**config.mk**
```make
export PLATFORM = sky130hd
export DESIGN_NAME = if_fetch_unit
export DESIGN_NICKNAME = d
export VERILOG_FILES = /design/src/rtl/if_fetch_unit_pkg.sv /design/src/rtl/if_fetch_unit_fetch_queue.sv /design/src/rtl/if_fetch_unit.sv
export SDC_FILE = /design/constraint.sdc
export NUM_CORES = 1
export LEC_CHECK = 0
export ABC_AREA = 1
export BUFFER_PORTS_ARGS = -buffer_cell sky130_fd_sc_hd__buf_4
export CORE_ASPECT_RATIO = 1.2
export CORE_MARGIN = 2
export CORE_UTILIZATION = 35
export CTS_BUF_LIST = sky130_fd_sc_hd__clkbuf_4 sky130_fd_sc_hd__clkbuf_8
export CTS_CLUSTER_DIAMETER = 40
export CTS_CLUSTER_SIZE = 14
export DETAILED_ROUTE_END_ITERATION = 8
export SYNTH_ARGS = -nofsm -noshare
export SYNTH_HDL_FRONTEND = slang
export SYNTH_SLANG_ARGS = --single-unit
```
**constraint.sdc**
```tcl
create_clock -name clk -period 5.57 [get_ports clk]
set_clock_uncertainty 0.2 [all_clocks]
set_input_delay 0.557 -clock clk [delete_from_list [all_inputs] [get_ports clk]]
set_output_delay 0.557 -clock clk [all_outputs]
set_load 0.03 [all_outputs]
```
**src/rtl/if_fetch_unit_pkg.sv**
```systemverilog
// if_fetch_unit_pkg: constants and fetch FSM state shared by the fetch and decode stages.
package if_fetch_unit_pkg;
    localparam logic [31:0] NOP_INST   = 32'h0000_0013;
    localparam logic [6:0]  OPC_JAL    = 7'b1101111;
    localparam logic [6:0]  OPC_BRANCH = 7'b1100011;
    typedef enum logic [1:0] {BOOT, RUN, DRAIN, ERR} fetch_state_e;
endpackage

```
**src/rtl/if_fetch_unit_fetch_queue.sv**
```systemverilog
// fetch_queue: in-order fetch buffer; entries are allocated at request time and filled by responses.
module fetch_queue
    import if_fetch_unit_pkg::*;
#(
    parameter int QDEPTH = 2
) (
    input  logic                     clk,
    input  logic                     rst,
    input  logic                     alloc,
    input  logic [31:0]              alloc_pc,
    input  logic                     fill,
    input  logic [31:0]              fill_data,
    input  logic                     pop,
    input  logic                     flush,
    output logic                     head_filled,
    output logic [31:0]              head_pc,
    output logic [31:0]              head_inst,
    output logic [$clog2(QDEPTH):0]  occupancy,
    output logic [$clog2(QDEPTH):0]  unfilled
);
    localparam int AW = $clog2(QDEPTH);
    localparam logic [AW:0] ONE = (AW+1)'(1);
    logic [AW:0] rd_ptr, fill_ptr, wr_ptr;
    logic [31:0] pc_mem [QDEPTH];
    logic [31:0] inst_mem [QDEPTH];
    // entries in [rd_ptr, fill_ptr) are filled, [fill_ptr, wr_ptr) await their response
    assign occupancy   = wr_ptr - rd_ptr;
    assign unfilled    = wr_ptr - fill_ptr;
    assign head_filled = fill_ptr != rd_ptr;
    assign head_pc     = pc_mem[rd_ptr[AW-1:0]];
    assign head_inst   = inst_mem[rd_ptr[AW-1:0]];
    always_ff @(posedge clk or posedge rst) begin
        if (rst) begin
            rd_ptr   <= '0;
            fill_ptr <= '0;
            wr_ptr   <= '0;
            for (int i = 0; i < QDEPTH; i++) begin
                pc_mem[i]   <= '0;
                inst_mem[i] <= NOP_INST;
            end
        end else if (flush) begin
            rd_ptr   <= '0;
            fill_ptr <= '0;
            wr_ptr   <= '0;
        end else begin
            if (alloc) begin
                pc_mem[wr_ptr[AW-1:0]] <= alloc_pc;
                wr_ptr <= wr_ptr + ONE;
            end
            if (fill) begin
                inst_mem[fill_ptr[AW-1:0]] <= fill_data;
                fill_ptr <= fill_ptr + ONE;
            end
            if (pop)
                rd_ptr <= rd_ptr + ONE;
        end
    end
    assert property (@(posedge clk) disable iff (rst) !(alloc && occupancy == (AW+1)'(QDEPTH)));
    assert property (@(posedge clk) disable iff (rst) !(fill && unfilled == '0));
endmodule

```
**src/rtl/if_fetch_unit.sv**
```systemverilog
// if_fetch_unit: instruction fetch stage feeding decode, with redirect and stale-response dropping.
// Define FETCH_MISALIGN_CHECK_EN to trap misaligned redirects into a sticky error state (fetch_err).
module if_fetch_unit
    import if_fetch_unit_pkg::*;
#(
    parameter logic [31:0] RESET_PC = 32'h0000_0000,
    parameter int          QDEPTH   = 2
) (
    input  logic        clk,
    input  logic        rst,
    output logic        imem_req_valid,
    input  logic        imem_req_ready,
    output logic [31:0] imem_addr,
    input  logic        imem_rsp_valid,
    input  logic [31:0] imem_rsp_data,
    input  logic        branch_taken,
    input  logic [31:0] branch_addr,
    output logic [31:0] pc_o,
    output logic [31:0] inst_o,
    output logic        inst_valid,
    input  logic        inst_ready
`ifdef FETCH_MISALIGN_CHECK_EN
    ,
    output logic        fetch_err
`endif
);
    localparam int AW = $clog2(QDEPTH);
    fetch_state_e state, state_nxt;
    logic [31:0] fetch_pc, redirect_pc, head_pc, head_inst;
    logic [AW:0] drop_cnt, drop_nxt, occupancy, unfilled;
    logic head_filled, handshake, fill, pop, misaligned;
`ifdef FETCH_MISALIGN_CHECK_EN
    assign misaligned  = branch_taken && branch_addr[1:0] != 2'b00;
    assign redirect_pc = branch_addr;
    assign fetch_err   = state == ERR;
`else
    assign misaligned  = 1'b0;
    assign redirect_pc = branch_addr & ~32'h3;
`endif
    // stale responses still owed by memory count against the same QDEPTH budget
    assign imem_req_valid = (state == RUN || state == DRAIN) && !branch_taken &&
        ({1'b0, occupancy} + {1'b0, drop_cnt} < (AW+2)'(QDEPTH));
    assign imem_addr  = fetch_pc;
    assign handshake  = imem_req_valid && imem_req_ready;
    assign fill       = imem_rsp_valid && drop_cnt == '0 && !branch_taken && state != ERR;
    assign inst_valid = head_filled && state != ERR;
    assign pop        = inst_valid && inst_ready;
    assign pc_o       = head_pc;
    assign inst_o     = inst_valid ? head_inst : NOP_INST;
    assign drop_nxt   = branch_taken ? drop_cnt + unfilled - (AW+1)'(imem_rsp_valid)
                                     : drop_cnt - (AW+1)'(imem_rsp_valid && drop_cnt != '0);
    always_comb begin
        state_nxt = (misaligned || state == ERR) ? ERR :
                    (state == BOOT) ? RUN :
                    (branch_taken && drop_nxt != '0) ? DRAIN :
                    (drop_nxt == '0) ? RUN : state;
    end
    always_ff @(posedge clk or posedge rst) begin
        if (rst) begin
            state    <= BOOT;
            fetch_pc <= RESET_PC;
            drop_cnt <= '0;
        end else begin
            state    <= state_nxt;
            drop_cnt <= drop_nxt;
            fetch_pc <= branch_taken ? redirect_pc : handshake ? fetch_pc + 32'd4 : fetch_pc;
        end
    end
    fetch_queue #(.QDEPTH(QDEPTH)) u_queue (
        .clk         (clk),
        .rst         (rst),
        .alloc       (handshake),
        .alloc_pc    (fetch_pc),
        .fill        (fill),
        .fill_data   (imem_rsp_data),
        .pop         (pop),
        .flush       (branch_taken),
        .head_filled (head_filled),
        .head_pc     (head_pc),
        .head_inst   (head_inst),
        .occupancy   (occupancy),
        .unfilled    (unfilled)
    );
endmodule
```
# --- After elaboration in Yosys (flattened, before gate mapping) ---
# Index checks and enable logic that the tools add are counted.
totals:
  ff_bits: 170
  inputBits: 70
  word_cells: 86
op_classes:
  add_sub_neg: 10
  order_cmp: 6
  n_eq_ne: 5
  muxes: 26
  bitwise: 4
  reduce_logical: 25
op_table:
  columns: ["op", "count"]
  rows:
  - ["$mux W32", 11]
  - ["$bwmux W64", 2]
  - ["$demux W32 S1", 2]
  - ["$add A32 B3 Y32 const B", 1]
  - ["$mux W2", 11]
  - ["$logic_and A1 B1 Y1", 12]
  - ["$reduce_bool A2 Y1", 5]
  - ["$add A2 B1 Y2 const B", 3]
  - ["$ge A2 B2 Y1 const B", 3]
  - ["$logic_not A2 Y1", 3]
  - ["$not A1 Y2", 3]
  - ["$eq A2 B2 Y1 const B", 2]
  - ["$lt A2 B1 Y1 const B", 2]
  - ["$reduce_and A2 Y1", 2]
  - ["$reduce_bool A4 Y1", 1]
  - ["$sub A2 B1 Y2", 2]
  - ["$sub A2 B2 Y2", 2]
  - ["$add A2 B2 Y3", 1]
  - ["$lt A3 B2 Y1 const B", 1]
  - ["$add A2 B2 Y2", 1]
  - ["$eq A2 B1 Y1 const B", 1]
  - ["$ne A2 B2 Y1", 1]
  - ["$ne A2 B2 Y1 const B", 1]
  - ["$logic_not A1 Y1", 1]
  - ["2 further kinds", 2]

# --- Logic depth before layout (Yosys ltp) ---
logic_depth:
  word_depth: 9
  depth_mapped: 15
  mapped_depth_nobuf: 15

# --- Cells and area by module ---
# A second synthesis with hierarchy kept.
hier_totals:
  cells_unflattened: 1293
  hier_area_um2: 9152.5
modules_own_cells:
  columns: ["mod", "n_inst", "cells_each", "area_per_inst_um2", "seq_area_each_um2"]
  rows:
  - ["fetch_queue", 1, 812, 6224.7, 3360.7]
  - ["if_fetch_unit", 1, 481, 2927.8, 850.8]

# --- Worst setup path before layout ---
# OpenSTA, ideal clock, no wires.
synth_timing:
  path_type: "reg2reg"
  startpoint: "register u_queue.wr_ptr[0]"
  endpoint: "register fetch_pc[11], in the netlist imem_addr[11]"
  setup_time_ps: 134
  t_arrival_ps: 2472
  setup_slack_ps: 2764
  stages_incl_launch_ff: 12
  n_path_buf: 2
  cell_sequence: "dfrtp_1 > inv_1 > ha_1 > or2_2 > fa_1 > nand2_1 > nor2_4 > nand2_4 > nand2_1 > buf_2 > buf_6 > o211ai_1"
synth_between:
  elab_chain_cells: 6
synth_lines:
  columns: ["element", "line_no", "rtl"]
  rows:
  - ["from (decl)", "if_fetch_unit_fetch_queue.sv:23", "logic [AW:0] rd_ptr, fill_ptr, wr_ptr;"]
  - ["from (signal assigned)", "if_fetch_unit_fetch_queue.sv:48", "wr_ptr <= wr_ptr + ONE;"]
  - ["$sub A2 B2 Y2", "if_fetch_unit_fetch_queue.sv:27", "assign occupancy = wr_ptr - rd_ptr;"]
  - ["$add A2 B2 Y3", "if_fetch_unit.sv:42", "({1'b0, occupancy} + {1'b0, drop_cnt} < (AW+2)'(QDEPTH));"]
  - ["$lt A3 B2 Y1", "if_fetch_unit.sv:42", null]
  - ["$logic_and A1 B1 Y1", "if_fetch_unit.sv:41", "assign imem_req_valid = (state == RUN || state == DRAIN) && !branch_taken &&"]
  - ["named net imem_req_valid", "if_fetch_unit.sv:11", "output logic imem_req_valid,"]
  - ["$logic_and A1 B1 Y1", "if_fetch_unit.sv:44", "assign handshake = imem_req_valid && imem_req_ready;"]
  - ["$reduce_bool A2 Y1 (no source line)", null, null]
  - ["to (signal assigned)", "if_fetch_unit.sv:66", "fetch_pc <= branch_taken ? redirect_pc : handshake ? fetch_pc + 32'd4 : fetch_pc;"]
  - ["to (decl)", "if_fetch_unit.sv:29", "logic [31:0] fetch_pc, redirect_pc, head_pc, head_inst;"]
# The timed path passes the listed nets, and every way through them passes these cells.
# A chain may end at the register's enable or synchronous reset.

# --- Worst setup path in the final report ---
layout_timing:
  startpoint: "register u_queue.wr_ptr[0]"
  endpoint: "register fetch_pc[3], in the netlist imem_addr[3]"
layout_between:
  elab_chain_cells: 6
layout_lines:
  columns: ["element", "line_no"]
  rows:
  - ["$sub A2 B2 Y2", "if_fetch_unit_fetch_queue.sv:27"]
  - ["$add A2 B2 Y3", "if_fetch_unit.sv:42"]
  - ["$lt A3 B2 Y1", "if_fetch_unit.sv:42"]
  - ["$logic_and A1 B1 Y1", "if_fetch_unit.sv:41"]
  - ["$logic_and A1 B1 Y1", "if_fetch_unit.sv:44"]
  - ["$reduce_bool A2 Y1 (no source line)", null]
# No other way between the ends.

==> flow_summary.json <==
{
  "grt_pass1_wl_um": 36500,
  "fin_crit_ps": 3640,
  "synth_seq_cells": 164,
  "register_area_um2": 4110,
  "syn_to_final_growth_pct": 21.6,
  "cp_max_fo": 20,
  "wl_per_cell_um": 14.8,
  "ctsHoldBuffers": 0,
  "sequentialPowerShare": 0.517,
  "die_x_um": 144,
  "die_height_um": 172,
  "fin_tns_setup_ps": 0,
  "setup_viol": 0,
  "post_cts_buffers": 0,
  "yosysUniqueCellTypes": 35,
  "final_common_cell": "nand2_1",
  "cts_max_level": 4,
  "internal_power_w": 0.00169,
  "crit_slowest_cell": "nand2_1",
  "max_freq_mhz": 275,
  "cts_root_buffer": "clkbuf_8",
  "firstDrtPassIters": 5,
  "rsz0062_at_grt": "false",
  "clkSlewWorstSetupHoldPaths_ps": 100,
  "crit_required_ps": 5750,
  "path_depth": 10,
  "worstMarginPinSlew_ps": 908,
  "clkLatencyLatePin_ps": 460,
  "syn_area_um2": 8270,
  "drt_iter0_markers": 496,
  "critPathKind": "flip-flop to flip-flop",
  "fillers": 2502,
  "crit_path_end_kind": "flip-flop",
  "cts-buffers-inserted": 17,
  "p_sw_w": 0.000745,
  "hold_viol": 0,
  "p_per_area_nw_per_um2": 242,
  "post-place-ws_ps": 1910,
  "final_nets": 1299,
  "wl_um": 23000,
  "die-area_um2": 24900,
  "ant_nets": 0,
  "hp-class": "input pin to async pin",
  "start_kind": "flip-flop",
  "cts_buffer_depth": 2,
  "port_buffers": 161,
  "power.share.combinational": 0.140,
  "grt_max_degree": 79,
  "yosys_warnings": 0,
  "multi_input_area_um2": 3610,
  "ir_drop_v": 0.000142,
  "layout_setup_ws_ps": 1930,
  "status": "finished clean",
  "globalplace.congestion": 0.872,
  "worst_slew_margin_rel": 0.394,
  "cts_resized": 0,
  "drc_errors": 0,
  "swShare": 0.306,
  "min_period_over_period": 0.653,
  "antenna_cells": 0,
  "core-area_um2": 23200,
  "vias": 7335,
  "drive_above_1_share": 0.194,
  "cap_viol_max_count": 0,
  "power_frac_clock": 0.342,
  "grt.total_usage": 0.188,
  "grt_pass1_vias": 7064,
  "cts_tree": "built",
  "rows": 61,
  "total_leakage_power_nw": 5.12,
  "mostFrequentLayoutCells": "498 x nand2_1, 168 x buf_4, 157 x dfrtp_1, 79 x o21ai_0, 70 x inv_1",
  "overflow": 0,
  "yosysSeqAreaShare": 0.497,
  "synth.avg_cell_area_um2": 7.64,
  "drv_slew": 0,
  "hpwlAfterDp_um": 15400,
  "r2r_cells": 10,
  "crit_arrival_ps": 3810,
  "ioPinCount": 168,
  "cts.sinks": 164,
  "syn_inst": 1083,
  "via_per_inst": 4.74,
  "crit_family": "simple AND/OR/NAND/NOR gates",
  "crit_buf_inv": 2,
  "crit_chain": "inv_1 > ha_1 > or2_2 > fa_1 > nand2_1 > nor2_4 > nand2_4 > nand2_1 > inv_1 > a211oi_1",
  "start_util": 0.356,
  "antenna_found_initial": 0,
  "max_stage_delay_ps": 600
}
-- final timing paths --
check,end,startpoint,slack [ps]
worst max-delay path,imem_addr[3],u_queue.wr_ptr[0],1930
worst min-delay path,u_queue.inst_mem[38],rst,10
worst max register to register,imem_addr[3],u_queue.wr_ptr[0],1930
worst min register to register,u_queue.inst_mem[0],u_queue.inst_mem[0],270
max in group asynchronous,u_queue.pc_mem[47],rst,4080
min in group clk,u_queue.inst_mem[18],imem_rsp_data[18],100
-- cells in the mapped netlist, drive strengths merged --
cell	number	area share
nand2	506	0.23
dfrtp	158	0.48
o21ai	84	0.051
inv	77	0.035
nor2	57	0.029
a21oi	33	0.020
nand3	29	0.019
buf	27	0.019
clkbuf	26	0.012
xor2	22	0.023
nor3	15	0.013
o211ai	13	0.012
nand4	9	0.0068
dfstp	6	0.019
ha	6	0.0091
o221ai	5	0.0053
fa	3	0.0073
or2	2	0.0015
xnor2	2	0.0021
a211oi	1	0.00091
clkinv	1	0.0011
conb	1	0.00045
-- per-layer routing --
| metal | GRT usage | share of wire | routed length, um | vias up |
|---|---|---|---|---|
| met5 | 0 | 0 | 0 | - |
| met1 | 0.250 | 0.45 | 10400 | 3416 |
| met3 | 0.0360 | 0.061 | 1410 | 31 |
| met4 | 0.0540 | 0.018 | 402 | 0 |
| met2 | 0.314 | 0.47 | 10700 | 234 |
| li1 | - | - | - | 3654 |
-- cell families (layout without fill, tap and decap cells) --
family,after synthesis,after routing,synth area share
AOI/OAI and AO/OA,136,136,0.0888
xor gates and xnor gates,24,24,0.0254
adders and majority gates,9,9,0.0163
buffers and inverters,131,277,0.0678
DFF,164,164,0.497
other,1,4,0.000453
and+or+nand+nor,618,618,0.304
-- per-stage QoR --
stage | utilization | instances | instance area (um2) | hold slack, ps | power [W]
global placement | 0.417 | 1516 | 9680 | 252 | 0.00162
finish | 0.433 | 1547 | 10100 | 13.8 | 0.00243
global route | 0.433 | 1547 | 10100 | 57.0 | 0.00255
floorplan | - | 1086 | 8280 | 242 | 0.00149
CTS | 0.433 | 1547 | 10100 | 36.4 | 0.00246
detailed placement | 0.417 | 1516 | 9680 | 255 | 0.00163
-- state kept, by name, summed over array words and instances, names as in the netlist --
name	flops
u_queue.fill_ptr	2
drop_cnt	2
u_queue.wr_ptr	2
imem_addr	30
state	2
u_queue.inst_mem	64
u_queue.rd_ptr	2
u_queue.pc_mem	60
-- power by group through the flow --
| stage | logic (W) | clock network, W | registers, W |
|---|---|---|---|
| global placement | 0.000342 | 0 | 0.00128 |
| finish | 0.000342 | 0.000832 | 0.00126 |
| floorplan | 0.000186 | 0 | 0.00131 |
| CTS | 0.000347 | 0.000859 | 0.00126 |
| global route | 0.000387 | 0.000904 | 0.00126 |
| detailed placement | 0.000346 | 0 | 0.00128 |
-- area by class of cell --
| cell class | count | share of cell area |
|---|---|---|
| Clock buffer | 19 | 0.0260 |
| Timing Repair Buffer | 168 | 0.125 |
| Inverter | 78 | 0.0304 |
| Tap cell | 315 | 0.0392 |
| Sequential cell | 164 | 0.409 |
| Clock inverter | 12 | 0.0110 |
| Multi-Input combinational cell | 791 | 0.359 |
Note: power is estimated with default switching activity, not from simulation.
